--- config.mk ---
export PLATFORM = sky130hd
export DESIGN_NAME = div_req_scheduler
export DESIGN_NICKNAME = d
export VERILOG_FILES = /design/src/rtl/div_req_scheduler.sv
export SDC_FILE = /design/constraint.sdc
export NUM_CORES = 1
export LEC_CHECK = 0
export BUFFER_PORTS_ARGS = -buffer_cell sky130_fd_sc_hd__buf_2
export CORE_AREA = 2 2 64 90
export CTS_BUF_LIST = sky130_fd_sc_hd__clkbuf_8
export CTS_CLUSTER_DIAMETER = 30
export CTS_CLUSTER_SIZE = 20
export DETAILED_ROUTE_END_ITERATION = 8
export DIE_AREA = 0 0 66 92
export PLACE_DENSITY_LB_ADDON = 0.25
export SETUP_SLACK_MARGIN = 0.05
export SYNTH_ARGS = -nofsm -noshare
export SYNTH_HDL_FRONTEND = slang
export SYNTH_SLANG_ARGS = --single-unit
--- constraint.sdc ---
create_clock -name i_clk -period 3.3 [get_ports i_clk]
set_input_delay 0 -clock i_clk [delete_from_list [all_inputs] [get_ports i_clk]]
set_output_delay 0 -clock i_clk [all_outputs]
set_load 0.05 [all_outputs]
--- src/rtl/div_req_scheduler.sv ---
// Round-robin scheduler that time-shares one unsigned divider core between NREQ
// requesters, resolving divide-by-zero locally and guarding each job with a watchdog.
module div_req_scheduler #(
    parameter int  NREQ    = 4,
    parameter int  WID     = 4,
    parameter int  TIMEOUT = 16,
    localparam int IDW     = (NREQ > 1) ? $clog2(NREQ) : 1,
    localparam int CW      = (TIMEOUT > 1) ? $clog2(TIMEOUT) : 1
) (
    input  logic                i_clk,
    input  logic                i_rst,
    input  logic [NREQ-1:0]     i_req_valid,
    input  logic [NREQ*WID-1:0] i_req_dividend,
    input  logic [NREQ*WID-1:0] i_req_divisor,
    output logic [NREQ-1:0]     o_req_ready,
    output logic                o_div_start,
    output logic [WID-1:0]      o_div_dividend,
    output logic [WID-1:0]      o_div_divisor,
    output logic                o_div_abort,
    input  logic                i_div_done,
    input  logic [WID-1:0]      i_div_quot,
    input  logic [WID-1:0]      i_div_rem,
    output logic                o_rsp_valid,
    input  logic                i_rsp_ready,
    output logic [IDW-1:0]      o_rsp_id,
    output logic [WID-1:0]      o_rsp_quot,
    output logic [WID-1:0]      o_rsp_rem,
    output logic [1:0]          o_rsp_err,
    output logic [1:0]          o_state
);

    localparam logic [1:0] IDLE  = 2'b00;
    localparam logic [1:0] ISSUE = 2'b01;
    localparam logic [1:0] WAIT  = 2'b10;
    localparam logic [1:0] RESP  = 2'b11;

    localparam logic [1:0] ERR_OK      = 2'b00;
    localparam logic [1:0] ERR_DIV0    = 2'b01;
    localparam logic [1:0] ERR_TIMEOUT = 2'b10;

    localparam logic [CW-1:0]  CNT_LAST = CW'(TIMEOUT - 1);
    localparam logic [IDW-1:0] IDX_LAST = IDW'(NREQ - 1);

    logic [1:0]     state_q, state_d;
    logic [IDW-1:0] ptr_q, ptr_d;
    logic [CW-1:0]  cnt_q, cnt_d;
    logic [IDW-1:0] id_q, id_d;
    logic [WID-1:0] dvd_q, dvd_d;
    logic [WID-1:0] dvs_q, dvs_d;
    logic [WID-1:0] quot_q, quot_d;
    logic [WID-1:0] rem_q, rem_d;
    logic [1:0]     err_q, err_d;

    logic           grant_found;
    logic [IDW-1:0] grant_idx;
    logic           accept;
    logic           timeout_hit;
    logic [WID-1:0] sel_dividend;
    logic [WID-1:0] sel_divisor;

    function automatic logic [IDW-1:0] wrap_idx(input logic [IDW-1:0] base, input int off);
        wrap_idx = IDW'((int'(base) + off) % NREQ);
    endfunction

    // Search starts at the pointer and wraps, so the first valid hit is the round-robin winner.
    always_comb begin
        grant_found = 1'b0;
        grant_idx   = '0;
        for (int k = 0; k < NREQ; k++) begin
            if (!grant_found && i_req_valid[wrap_idx(ptr_q, k)]) begin
                grant_found = 1'b1;
                grant_idx   = wrap_idx(ptr_q, k);
            end
        end
    end

    assign accept = (state_q == IDLE) && grant_found && !i_rst;

    always_comb begin
        o_req_ready  = '0;
        sel_dividend = '0;
        sel_divisor  = '0;
        for (int k = 0; k < NREQ; k++) begin
            if (grant_idx == IDW'(k)) begin
                o_req_ready[k] = accept;
                sel_dividend   = i_req_dividend[k*WID +: WID];
                sel_divisor    = i_req_divisor[k*WID +: WID];
            end
        end
    end

    // A done pulse on the last watchdog cycle still counts as completion.
    assign timeout_hit = (state_q == WAIT) && !i_div_done && (cnt_q == CNT_LAST);

    always_comb begin
        state_d = state_q;
        ptr_d   = ptr_q;
        cnt_d   = cnt_q;
        id_d    = id_q;
        dvd_d   = dvd_q;
        dvs_d   = dvs_q;
        quot_d  = quot_q;
        rem_d   = rem_q;
        err_d   = err_q;
        case (state_q)
            IDLE: begin
                if (accept) begin
                    id_d  = grant_idx;
                    dvd_d = sel_dividend;
                    dvs_d = sel_divisor;
                    ptr_d = (grant_idx == IDX_LAST) ? '0 : grant_idx + 1'b1;
                    if (sel_divisor == '0) begin
                        quot_d  = '1;
                        rem_d   = sel_dividend;
                        err_d   = ERR_DIV0;
                        state_d = RESP;
                    end else begin
                        state_d = ISSUE;
                    end
                end
            end
            ISSUE: begin
                cnt_d   = '0;
                state_d = WAIT;
            end
            WAIT: begin
                cnt_d = cnt_q + 1'b1;
                if (i_div_done) begin
                    quot_d  = i_div_quot;
                    rem_d   = i_div_rem;
                    err_d   = ERR_OK;
                    state_d = RESP;
                end else if (timeout_hit) begin
                    quot_d  = '0;
                    rem_d   = '0;
                    err_d   = ERR_TIMEOUT;
                    state_d = RESP;
                end
            end
            RESP: begin
                if (i_rsp_ready) begin
                    state_d = IDLE;
                end
            end
            default: state_d = IDLE;
        endcase
    end

    always_ff @(posedge i_clk) begin
        if (i_rst) begin
            state_q <= IDLE;
            ptr_q   <= '0;
            cnt_q   <= '0;
            id_q    <= '0;
            dvd_q   <= '0;
            dvs_q   <= '0;
            quot_q  <= '0;
            rem_q   <= '0;
            err_q   <= '0;
        end else begin
            state_q <= state_d;
            ptr_q   <= ptr_d;
            cnt_q   <= cnt_d;
            id_q    <= id_d;
            dvd_q   <= dvd_d;
            dvs_q   <= dvs_d;
            quot_q  <= quot_d;
            rem_q   <= rem_d;
            err_q   <= err_d;
        end
    end

    // Pulses are masked during reset so an abandoned job never starts or aborts the core.
    assign o_div_start    = (state_q == ISSUE) && !i_rst;
    assign o_div_abort    = timeout_hit && !i_rst;
    assign o_div_dividend = dvd_q;
    assign o_div_divisor  = dvs_q;
    assign o_rsp_valid    = (state_q == RESP);
    assign o_rsp_id       = id_q;
    assign o_rsp_quot     = quot_q;
    assign o_rsp_rem      = rem_q;
    assign o_rsp_err      = err_q;
    assign o_state        = state_q;

endmodule

==> run summary <==
status: completed
GRT Util Overall: 0.163
Cells after Synth: 213
CTS Root Cell: clkbuf_8
pin count of the biggest net entering global routing: 23
First-pass DRT Iterations: 4
number of global-route vias before repair: 1764
maximum clock rate: 339 MHz
crit path from: ptr_q[0]
Via density: 5.31
worst path cell trace: nor2b_1 -> a21oi_1 -> nor2_1 -> a221oi_2 -> buf_4 -> and2_1 -> ha_1 -> buf_4 -> or2_1 -> a221o_1 -> a21oi_4 -> a31o_2 -> a311oi_1
Routed WL per cell: 14.4 µm
biggest area consumer among synthesized cells: dfxtp_1
sequential share of the synthesized area: 0.311
switching pwr: 1.23 mW
crit start category: flop
Leakage: 1.02 nW
Clock power frac: 0.083
Die W: 66 µm
Clock Path Buffers: 2
Final min period: 2.95 ns
most frequent cells after synthesis: 28 x dfxtp_1, 26 x nand2_1, 14 x a311oi_1, 12 x nor2_1
Crit path buffers/inverters: 2
Worst Hold Class: in2reg
# setup viols final: 0
Synth warnings: 0
Largest delay share family, worst path: compound AO/OA/AOI/OAI gates
CP max-delay cell: dfxtp_1
IO buf count: 76
via total after detailed routing: 1868
Synth Area in Simple Gates: 0.240
register share of total power: 0.237
Power Internal: 1.04 mW
Detailed Place HPWL: 3.79 mm
FF+latch count, synth: 28
Initial Util: 0.336
setup TNS: 0 ns
fraction of registers with async set/reset: 0
number of remaining DRC errors: 0
first-pass GRT wire length: 7.82 mm
count leader, synth: dfxtp_1
Final Max Slew Viols: 0
post-synthesis adder-cell area fraction: 0.0694
Overflow after GRT: 0
WP data required: 3.42 ns
CTS tree: done
Max VDD drop: 616 µV
main combinational cell family by area after synthesis: compound AO/OA/AOI/OAI gates
drt total wl: 5.06 mm
Power Dens Cells: 989 nW/µm²
diode count: 0
Area Overhead vs Synth: 26.9%
number of I/O pins: 77
Max Cap Viol: 0
RSZ-0062 raised after global routing: no
Placeable Area: 5370 µm²
DIE AREA: 6070 µm²
crit-path max cell delay: 0.36 ns
Post-synth EDFFs: 0
hold_sp: i_div_quot[0]
critical path class: reg2reg
drt initial violations: 64
skew final: 0.00494 ns
Detail Route Antenna Nets: 0
TritonCTS Buffers: 3
synth top area cells: dfxtp_1 31%, ha_1 6.9%, a311oi_1 6.8%
Yosys top cell area share: 0.311
Top cell by count, worst path: buf_4
Clk Latency, worst-skew pair: 0.27 ns
Combinational Power Share: 0.680
Net Count, Synth: 271
Mapped Area: 1800 µm²
Worst Path Max Fanout: 13
H-tree levels: 1
final worst path period share: 0.893
endpoint type of the worst setup path: flop
mux share of post-synthesis cell area: 0.00555
XOR/XNOR share of the synthesized area: 0
FP Rows: 32
crit path DAT: 3.07 ns
Worst-Margin Slew: 1.01 ns
fillers: 586
Num Clock Sinks: 28
sw frac: 0.542
Final GP Congestion: 0.846
layout cells sized above 1: 0.342
final net count: 344
Slew headroom: 0.329
clk slew on worst S/H paths: 0.10 ns
Compound-Gate Fraction of Synth Area: 0.298
syn avg cell area: 8.46 µm²
Hold Slack: 0.00844 ns
Die Span Y: 92 µm
final hold vios: 0
reg2reg start: ptr_q[0]
Top FF cell, synth: dfxtp_1
antenna violations before repair: 0
number of distinct library cells after synthesis: 45
[placed cells by master, fill, tap and decap left out, types with 7 or more instances in the layout]
| master | Yosys | layout |
|---|---|---|
| a21oi_1 | 10 | 10 |
| a311oi_1 | 14 | 14 |
| and2_1 | 7 | 7 |
| buf_2 | 4 | 76 |
| dfxtp_1 | 28 | 28 |
| ha_1 | 10 | 10 |
| inv_1 | 9 | 9 |
| nand2_1 | 26 | 26 |
| nor2_1 | 12 | 12 |
| nor2b_1 | 9 | 9 |
| o21ai_0 | 7 | 7 |
[metal layers]
metal	GRT usage	wire length (µm)	vias up	share of wire
met1	0.189	2160	875	0.43
met3	0.0196	241	4	0.048
li1	-	-	938	-
met4	0.0561	63	0	0.012
met5	0	0	-	0
met2	0.299	2590	51	0.51
[power by group through the flow]
stage          clock network, mW  logic [mW]  registers, mW
3_5_place_dp                   0        1.49          0.539
3_3_place_gp                   0        1.48          0.542
6_report                   0.187        1.54          0.536
5_1_grt                    0.204        1.67          0.549
2_1_floorplan                  0       0.891          0.865
4_1_cts                    0.194        1.49          0.533
[tightest hold or removal path, delay by kind of cell]
kind	cells	cell delay (ns)
buffers and inverters	1	0.09
AOI/OAI and AO/OA	1	0.08
and+or+nand+nor	1	0.06
[stage by stage]
| step | setup WS [ns] | util | instance area [µm²] | cells | total power, mW |
|---|---|---|---|---|---|
| after floorplan | 0.740 | - | 1800 | 213 | 1.76 |
| after CTS | 0.181 | 0.421 | 2260 | 351 | 2.22 |
| final | 0.352 | 0.426 | 2290 | 352 | 2.26 |
| after global placement | 0.275 | 0.411 | 2210 | 347 | 2.02 |
| after detailed placement | 0.186 | 0.411 | 2210 | 347 | 2.03 |
| after global routing | 0.123 | 0.426 | 2290 | 352 | 2.42 |
[registers in the layout, indices dropped and copies added, names as in the netlist, 4 cells and up]
| register | flops |
|---|---|
| cnt_q | 4 |
| o_div_dividend | 4 |
| o_div_divisor | 4 |
| o_rsp_quot | 4 |
| o_rsp_rem | 4 |
[cells by family after synthesis]
logic type	Yosys count
and+or+nand+nor	80
DFF	28
buffers and inverters	25
adders and majority gates	10
muxes	1
AOI/OAI and AO/OA	69
[worst paths after layout]
kind                             to  slack, ns  depth (start not counted)
hold reg to reg   o_div_dividend[2]       0.46                          2
setup / recovery      o_rsp_quot[2]       0.35                         13
hold / removal        o_rsp_quot[0]      0.008                          3
setup reg to reg      o_rsp_quot[2]       0.35                         13
[cell type report]
type	instances	area [µm²]	share of cell area
tap	68	85.1	0.0372
inverter	10	37.5	0.0164
multi-input combinational	161	1130	0.496
clock buffer	3	41.3	0.0181
timing repair buffer	82	428	0.187
sequential	28	561	0.245
[repair_timing]
item / 4_1_cts / 5_1_grt
buffers inserted: 0 / 0
setup endpoints to repair: 0 / 10
hold buffers: 1 / 0
hold endpoints to repair: 1 / 0
resized for setup: 0 / 3
Note: power is estimated with default switching activity, not from simulation.
